**src/rtl/race_time_display_if.sv**
```systemverilog
// race_time_display_if
//   Bundles the data/status signals between the game top and the race time
//   display block. Clock and reset stay as plain ports on the modules.
//
//   master : game-top side. It drives secondsIn, raceDone and showBest, and
//            observes the segment outputs and the best-time status.
//   slave  : display block side, the mirror image of master.
//
//   secondsIn   8  elapsed race seconds (0..255)
//   raceDone    1  level, high once the race has finished
//   showBest    1  level, 1 selects the best time as the display source
//   HEX0..HEX2  7  ones/tens/hundreds segments {g,f,e,d,c,b,a}
//   busy        1  binary-to-BCD conversion in progress
//   bestSeconds 8  best (lowest) finish time
//   bestValid   1  at least one finish time has been recorded
interface race_time_display_if;
    logic [7:0] secondsIn;
    logic       raceDone;
    logic       showBest;
    logic [6:0] HEX0;
    logic [6:0] HEX1;
    logic [6:0] HEX2;
    logic       busy;
    logic [7:0] bestSeconds;
    logic       bestValid;

    modport master (
        output secondsIn, raceDone, showBest,
        input  HEX0, HEX1, HEX2, busy, bestSeconds, bestValid
    );

    modport slave (
        input  secondsIn, raceDone, showBest,
        output HEX0, HEX1, HEX2, busy, bestSeconds, bestValid
    );
endinterface

```
**src/rtl/race_time_display.sv**
```systemverilog
// race_time_display
//   Shows an 8-bit seconds count on three 7-segment digits (HEX2..HEX0).
//   The binary value is converted to BCD with a sequential double-dabble
//   (one shift per clock), then decoded to segments. It also keeps the best
//   (lowest) finish time, committed on each rising edge of raceDone.
//   showBest selects whether the best time or the live time is displayed.
//
//   Parameters
//     BLANK_LEADING  1: blank leading zero hundreds/tens digits
//     SEG_ACTIVE_LOW 1: segment bit 0 = lit; 0: all segment bits inverted
//
//   Ports
//     Clock   system clock
//     Resetn  synchronous, active-low reset
//     bus     race_time_display_if.slave (secondsIn, raceDone, showBest in;
//             HEX0..HEX2, busy, bestSeconds, bestValid out)
module race_time_display #(
    parameter bit BLANK_LEADING  = 1'b1,
    parameter bit SEG_ACTIVE_LOW = 1'b1
) (
    input  logic               Clock,
    input  logic               Resetn,
    race_time_display_if.slave bus
);

    typedef enum logic [1:0] {
        IDLE  = 2'd0,
        SHIFT = 2'd1,
        DONE  = 2'd2
    } stateType;

    localparam logic [6:0] SEG_OFF  = SEG_ACTIVE_LOW ? 7'b1111111 : 7'b0000000;
    localparam logic [6:0] SEG_DASH = SEG_ACTIVE_LOW ? 7'b0111111 : 7'b1000000;

    stateType   state;
    stateType   nextState;

    logic [19:0] sr;          // {hundreds, tens, ones, binary}
    logic [7:0]  lastVal;
    logic [2:0]  cnt;
    logic        forceConv;
    logic [6:0]  hex0Reg;
    logic [6:0]  hex1Reg;
    logic [6:0]  hex2Reg;
    logic        raceDonePrev;
    logic [7:0]  bestReg;
    logic        bestValidReg;

    logic [7:0]  src;
    logic        noBest;
    logic        startConv;
    logic        shiftEn;
    logic        loadHex;
    logic        showDash;

    // Active-low gfedcba pattern for one BCD digit; non-decimal codes blank.
    function automatic logic [6:0] segDecode(input logic [3:0] digit);
        logic [6:0] pattern;
        case (digit)
            4'd0:    pattern = 7'b1000000;
            4'd1:    pattern = 7'b1111001;
            4'd2:    pattern = 7'b0100100;
            4'd3:    pattern = 7'b0110000;
            4'd4:    pattern = 7'b0011001;
            4'd5:    pattern = 7'b0010010;
            4'd6:    pattern = 7'b0000010;
            4'd7:    pattern = 7'b1111000;
            4'd8:    pattern = 7'b0000000;
            4'd9:    pattern = 7'b0010000;
            default: pattern = 7'b1111111;
        endcase
        return SEG_ACTIVE_LOW ? pattern : ~pattern;
    endfunction

    // One double-dabble step: correct every BCD nibble that would overflow
    // past 9 when doubled, then shift the whole register left by one.
    function automatic logic [19:0] dabbleStep(input logic [19:0] s);
        logic [19:0] t;
        t = s;
        if (t[19:16] >= 4'd5) t[19:16] = t[19:16] + 4'd3;
        if (t[15:12] >= 4'd5) t[15:12] = t[15:12] + 4'd3;
        if (t[11:8]  >= 4'd5) t[11:8]  = t[11:8]  + 4'd3;
        return {t[18:0], 1'b0};
    endfunction

    assign src    = bus.showBest ? bestReg : bus.secondsIn;
    assign noBest = bus.showBest && !bestValidReg;

    always_ff @(posedge Clock) begin
        if (!Resetn) begin
            state <= IDLE;
        end else begin
            state <= nextState;
        end
    end

    always_comb begin
        nextState = state;
        startConv = 1'b0;
        shiftEn   = 1'b0;
        loadHex   = 1'b0;
        showDash  = 1'b0;
        case (state)
            IDLE: begin
                // Nothing to show yet: dashes, and forget the last converted
                // value so leaving this mode always reconverts.
                if (noBest) begin
                    showDash = 1'b1;
                end else if (forceConv || (src != lastVal)) begin
                    startConv = 1'b1;
                    nextState = SHIFT;
                end
            end
            SHIFT: begin
                shiftEn = 1'b1;
                if (cnt == 3'd7) begin
                    nextState = DONE;
                end
            end
            DONE: begin
                loadHex   = 1'b1;
                nextState = IDLE;
            end
            default: nextState = IDLE;
        endcase
    end

    // Conversion data path: no reset needed, every conversion reloads it.
    always_ff @(posedge Clock) begin
        if (startConv) begin
            sr      <= {12'b0, src};
            lastVal <= src;
        end else if (shiftEn) begin
            sr <= dabbleStep(sr);
        end
    end

    always_ff @(posedge Clock) begin
        if (!Resetn) begin
            cnt       <= 3'd0;
            forceConv <= 1'b1;
            hex0Reg   <= SEG_OFF;
            hex1Reg   <= SEG_OFF;
            hex2Reg   <= SEG_OFF;
        end else begin
            if (showDash) begin
                forceConv <= 1'b1;
                hex0Reg   <= SEG_DASH;
                hex1Reg   <= SEG_DASH;
                hex2Reg   <= SEG_DASH;
            end
            if (startConv) begin
                cnt       <= 3'd0;
                forceConv <= 1'b0;
            end
            if (shiftEn) begin
                cnt <= cnt + 3'd1;
            end
            if (loadHex) begin
                hex0Reg <= segDecode(sr[11:8]);
                hex1Reg <= (BLANK_LEADING && (sr[19:16] == 4'd0) && (sr[15:12] == 4'd0))
                           ? SEG_OFF : segDecode(sr[15:12]);
                hex2Reg <= (BLANK_LEADING && (sr[19:16] == 4'd0))
                           ? SEG_OFF : segDecode(sr[19:16]);
            end
        end
    end

    // Best time: committed on the registered rising edge of raceDone; a tie
    // keeps the earlier record.
    always_ff @(posedge Clock) begin
        if (!Resetn) begin
            raceDonePrev <= 1'b0;
            bestReg      <= 8'd0;
            bestValidReg <= 1'b0;
        end else begin
            raceDonePrev <= bus.raceDone;
            if (bus.raceDone && !raceDonePrev &&
                (!bestValidReg || (bus.secondsIn < bestReg))) begin
                bestReg      <= bus.secondsIn;
                bestValidReg <= 1'b1;
            end
        end
    end

    assign bus.HEX0        = hex0Reg;
    assign bus.HEX1        = hex1Reg;
    assign bus.HEX2        = hex2Reg;
    assign bus.busy        = (state != IDLE);
    assign bus.bestSeconds = bestReg;
    assign bus.bestValid   = bestValidReg;

endmodule

```
**src/flat_wrapper.sv**
```systemverilog
// flat-port wrapper written by rule: the top's interface ports become plain ports
module race_time_display_flat 
#(
    parameter bit BLANK_LEADING  = 1'b1,
    parameter bit SEG_ACTIVE_LOW = 1'b1
)
  (Clock, Resetn, bus_secondsIn, bus_raceDone, bus_showBest, bus_HEX0, bus_HEX1, bus_HEX2, bus_busy, bus_bestSeconds, bus_bestValid);
  race_time_display_if bus_i ();
  input  logic Clock;
  input  logic Resetn;
  input wire logic [$bits(bus_i.secondsIn)-1:0] bus_secondsIn;
  input wire logic [$bits(bus_i.raceDone)-1:0] bus_raceDone;
  input wire logic [$bits(bus_i.showBest)-1:0] bus_showBest;
  output wire logic [$bits(bus_i.HEX0)-1:0] bus_HEX0;
  output wire logic [$bits(bus_i.HEX1)-1:0] bus_HEX1;
  output wire logic [$bits(bus_i.HEX2)-1:0] bus_HEX2;
  output wire logic [$bits(bus_i.busy)-1:0] bus_busy;
  output wire logic [$bits(bus_i.bestSeconds)-1:0] bus_bestSeconds;
  output wire logic [$bits(bus_i.bestValid)-1:0] bus_bestValid;
  assign bus_i.secondsIn = bus_secondsIn;
  assign bus_i.raceDone = bus_raceDone;
  assign bus_i.showBest = bus_showBest;
  assign bus_HEX0 = bus_i.HEX0;
  assign bus_HEX1 = bus_i.HEX1;
  assign bus_HEX2 = bus_i.HEX2;
  assign bus_busy = bus_i.busy;
  assign bus_bestSeconds = bus_i.bestSeconds;
  assign bus_bestValid = bus_i.bestValid;
  race_time_display #(.BLANK_LEADING(BLANK_LEADING), .SEG_ACTIVE_LOW(SEG_ACTIVE_LOW)) u_core (.Clock(Clock), .Resetn(Resetn), .bus(bus_i));
endmodule
```
**config.mk**
```make
export PLATFORM = sky130hd
export DESIGN_NAME = race_time_display_flat
export DESIGN_NICKNAME = d
export VERILOG_FILES = /design/src/rtl/race_time_display_if.sv /design/src/rtl/race_time_display.sv /design/src/flat_wrapper.sv
export SDC_FILE = /design/constraint.sdc
export NUM_CORES = 1
export LEC_CHECK = 0
export CAP_MARGIN = 20
export CELL_PAD_IN_SITES_DETAIL_PLACEMENT = 1
export CELL_PAD_IN_SITES_GLOBAL_PLACEMENT = 2
export CORE_MARGIN = 2
export CORE_UTILIZATION = 38
export CTS_CLUSTER_DIAMETER = 40
export DETAILED_ROUTE_END_ITERATION = 16
export GPL_TIMING_DRIVEN = 0
export PLACE_DENSITY_LB_ADDON = 0.1
export SYNTH_ARGS = -nofsm -noshare
export SYNTH_HDL_FRONTEND = slang
export SYNTH_SLANG_ARGS = --single-unit
```
**constraint.sdc**
```tcl
create_clock -name Clock -period 6 [get_ports Clock]
set_clock_uncertainty 0.2 [all_clocks]
set_input_delay 1.2 -clock Clock [delete_from_list [all_inputs] [get_ports Clock]]
set_output_delay 1.2 -clock Clock [all_outputs]
set_load 0.03 [all_outputs]
```
==> Yosys cells after proc, flatten, opt, wreduce, memory -nomap -nowiden <==
Memories as Yosys holds them, arrays and structs flattened. A register that Yosys moved wholly into a read port is not among the register bits.
Cells that the tools add are included.
{ "totals": {"regBits": 65, "rom_bits": 336, "inputBits": 12, "output_inout_bits": 31, "elab_cells": 79, "mem_count": 3} }
{ "op_classes": {"add_sub_neg": 4, "order_cmp": 4, "n_eq_ne": 7, "n_mux": 33, "n_reduce_logical": 16} }
{ "mem_list": {"columns": ["memory", "depth", "width", "rd", "rd_clocked_by_memory_dff", "write_ports", "line_no", "source"], "rows": [
  ["(no name shown)", 16, 7, 1, 1, 0, "race_time_display.sv:59", "case (digit)"],
  ["(no name shown)", 16, 7, 1, 1, 0, "race_time_display.sv:59", null],
  ["(no name shown)", 16, 7, 1, 1, 0, "race_time_display.sv:59", null]
]} }
{ "op_table": {"columns": ["operator", "n"], "rows": [
  ["$mux W7", 6],
  ["$mux W4", 8],
  ["$mux W8", 3],
  ["$ge A4 B3 Y1 const B", 3],
  ["$mux W1", 9],
  ["$mux W3", 3],
  ["$add A4 B2 Y4 const B", 2],
  ["$logic_not A4 Y1", 2],
  ["$lt A8 B8 Y1", 1],
  ["$ne A8 B8 Y1", 1],
  ["$reduce_bool A2 Y1", 4],
  ["$mux W2", 3],
  ["$logic_and A1 B1 Y1", 4],
  ["$ne A2 B1 Y1 const B", 2],
  ["$pmux W2 S2", 1],
  ["$add A3 B1 Y3 const B", 1],
  ["$add A3 B2 Y3 const B", 1],
  ["$eq A3 B3 Y1 const B", 1],
  ["$reduce_and A3 Y1", 1],
  ["$eq A2 B1 Y1 const B", 1],
  ["$eq A2 B2 Y1 const B", 1],
  ["$logic_not A1 Y1", 2],
  ["$logic_not A2 Y1", 1],
  ["$logic_or A1 B1 Y1", 2],
  ["$ne A2 B2 Y1 const B", 1]
]} }

==> Depth between registers and ports, before layout <==
{ "depth": {"word_depth": 8, "mapped_depth": 14, "depth_no_buf": 12} }

==> Worst setup path after synthesis <==
No wires, ideal clock.
{ "synth_path": {"path_kind": "input to register", "from": "input bus_showBest", "to": "register (tool-made name)", "arrival_ns": 3.255, "required_time_ns": 5.709, "slack_ns": 2.454, "stages": 14, "path_buffers": 2, "path_cell_list": "buf_6 > mux2i_2 > xnor2_1 > nor4_1 > nand3_1 > nand2_4 > inv_4 > buf_2 > nor2_1 > inv_1 > ha_1 > mux2i_1 > nor2_1 > a311oi_1"} }
{ "synth_lines": {"columns": ["element", "line_no", "source"], "rows": [
  ["start, declared", "flat_wrapper.sv:13", "input wire logic [$bits(bus_i.showBest)-1:0] bus_showBest;"]
]} }

==> reports/metrics.cfg <==
[final_layout]
final_cell_mix=dfxtp_1, nand2_1, clkdlybuf4s50_1
drive_gt1_share_pct=8.511
final_nets=555
area.growth.synth_to_final_pct=21.41
insertedDiodeCount=0
final_common_cell=dfxtp_1
finish.utilization_pct=47.76
final.fill_count=1289
layoutNonFillerInstCount=657
finalInstanceArea_um2=5223

[sta]
fin_crit_sh_pct=65.79
slew_viol_final=0
hold_viol_final=0
fmax_mhz=253.3
slew_headroom_pct=55.14
min_period_ps=3948
setup_viol=0
worstMarginPinSlew_ps=673.0
fin_tns_setup_ps=0
grt_setup_unrepaired=no
setup_ws_ps=2052
whs_ps=241.1

[drt]
routed_wl_um=11010
avgViaCountPerCell=5.253
vias=3451
postRouteAntennaNets=0
drt_iter0_drc=127
drt_pass1_iterations=4
drc=0
wire_per_inst_um=16.75

[clock_tree]
clk_pin_slew_worst_paths_ps=60
htree_num_levels=3
holdBufCountCts=0
numCtsBuffers=9
clk_latency_ps=350
post_cts_buffers=0
cts_tree=built
cts_buffer_depth=2
ctsResizeCount=0
root_buffer=clkbuf_16
cts_sinks=86

[pwr]
p_comb_share_pct=19.5
power_density_nw_per_um2=316.7
leakagePower_nw=2.113
swShare_pct=28.10
totalPowerFinal_mw=1.654
switching_power_mw=0.4647
p_clk_share_pct=39.5
pwr-share-seq_pct=41.0
ir_drop_mv=0.1418
p_int_mw=1.189

[global_routing]
grt_first_pass_wirelength_um=17680
overflow=0
grt_use_total_pct=19.33
antenna_found_initial=0
grt_max_degree=18
grt_pass1_vias=3503

[synth]
synth_edf_count=16
yosysSeqAreaShare_pct=43.75
syn_nets=504
synthesis.instances=461
ys_ff_latch=86
synth_ff_type=dfxtp_1
ys_warn_count=0
syn_area_um2=4302
ys_types=57
avgSynthCellArea_um2=9.331
synthArstFlopShare_pct=0

[place]
dp_slack_ps=1648
placed_area_um2=4877
routabilityCongestion=0.8401
hpwl_um=7997
port_buffers=40
post-place-cells=641

[critical_path]
ff2ff_setup_slack_ps=2890
critical_path_arrival_ps=3990
end_kind=flop
crit_fanout=10
reg2reg_depth=11
critPathRequiredTime_ps=6050
r2r-start=u_core.state[1]
crit_path_start_kind=primary input
worstSetupPathType=in2reg

[floorplanning]
core_um2=10940
die_area_um2=12190
initial_core_util_pct=39.34
die_h_um=110.4
die_w_um=110.4
ioPinCount=43
core.rowCount=38

[run]
maxCapViolations=0

[hold_path]
hp-class=reg2reg
whs_path_depth=2
hold_end=u_core.bus.HEX0[4]

[status]
status=completed

worst max-delay path: stages:
cell and delay [ps]:
clkdlybuf4s50_1 480, mux2i_2 280, xnor2_1 120, nor4_1 270, nand3_1 160, nand2_4 170
inv_4 110, buf_2 210, nor2_1 210, inv_1 110, ha_1 220, mux2i_1 130
nor2_1 50, a311oi_1 270
logic make-up (layout without fill, tap and decap cells):
kind of cell / Yosys count / after routing / share of synthesized area (%)
and+or+nand+nor: 146 / 146 / 16.81
muxes: 17 / 17 / 4.130
DFF: 86 / 86 / 43.75
adders and majority gates: 31 / 31 / 9.017
buffers and inverters: 62 / 118 / 6.341
xor gates and xnor gates: 8 / 8 / 1.629
AOI/OAI and AO/OA: 111 / 111 / 18.33
power by group through the flow:
stage | registers (mW) | logic (mW) | clock network, mW
2_1_floorplan | 0.695 | 0.221 | 0
3_3_place_gp | 0.689 | 0.316 | 0
3_5_place_dp | 0.691 | 0.324 | 0
4_1_cts | 0.679 | 0.328 | 0.668
5_1_grt | 0.685 | 0.361 | 0.688
6_report | 0.678 | 0.323 | 0.652
per-layer routing:
layer / wire length (µm) / track usage [%] / up-vias / part of all wire, %
li1: - / - / 1713 / -
met5: 0 / 0 / - / 0
met4: 159 / 6.161 / 0 / 1.4
met2: 5323 / 33.61 / 43 / 48
met3: 260 / 3.175 / 12 / 2.4
met1: 5263 / 24.43 / 1683 / 48
worst max path at each step:
stage,cells after the start,endpoint,slack [ps],start
after global routing,14,flop,1710,bus_secondsIn[1]
after CTS,14,flop,2000,bus_secondsIn[1]
after floorplan,14,flop,2450,bus_showBest
final,14,flop,2050,bus_secondsIn[1]
after global placement,14,flop,1670,bus_secondsIn[5]
after detailed placement,14,flop,1650,bus_secondsIn[5]
cell usage after synthesis, types with 2 or more instances:
| master | instances | share of area [%] |
|---|---|---|
| nor2_1 | 39 | 3.4 |
| dfxtp_1 | 70 | 33 |
| o221ai_1 | 3 | 0.61 |
| a22o_1 | 4 | 0.81 |
| edfxtp_1 | 16 | 11 |
| mux2i_2 | 2 | 0.64 |
| nand3_1 | 11 | 1.3 |
| a2111oi_0 | 3 | 0.61 |
| nor3b_1 | 3 | 0.52 |
| o21a_1 | 5 | 0.87 |
| o21ai_0 | 23 | 2.7 |
| or2_2 | 2 | 0.29 |
| nand2b_1 | 10 | 1.5 |
| o22a_1 | 4 | 0.81 |
| clkbuf_1 | 14 | 1.2 |
| buf_2 | 6 | 0.70 |
| a211oi_1 | 5 | 0.87 |
| nor3_1 | 6 | 0.70 |
| a21oi_1 | 15 | 1.7 |
| a2bb2oi_1 | 9 | 1.8 |
| inv_1 | 37 | 3.2 |
| or4bb_1 | 2 | 0.52 |
| ha_1 | 31 | 9.0 |
| mux2i_1 | 15 | 3.5 |
| o22ai_1 | 18 | 2.6 |
| buf_6 | 4 | 1.0 |
| nor2b_2 | 3 | 0.61 |
| nand2_1 | 49 | 4.3 |
| and4_1 | 2 | 0.41 |
| nor2_4 | 3 | 0.79 |
| a21oi_2 | 2 | 0.41 |
| a21o_1 | 6 | 1.0 |
| xnor2_1 | 8 | 1.6 |
| nor2b_1 | 8 | 1.2 |
final cells by class:
class / instances / area, µm² / area share (%)
Timing Repair Buffer: 40 / 400.4 / 7.667
Clock inverter: 7 / 120.1 / 2.300
Clock buffer: 9 / 225.2 / 4.312
Inverter: 38 / 145.1 / 2.779
Multi-Input combinational cell: 313 / 2147 / 41.11
Buffer: 24 / 127.6 / 2.444
Tap cell: 140 / 175.2 / 3.354
Sequential cell: 86 / 1882 / 36.03
No activity file was read; power rests on OpenSTA's default activity.
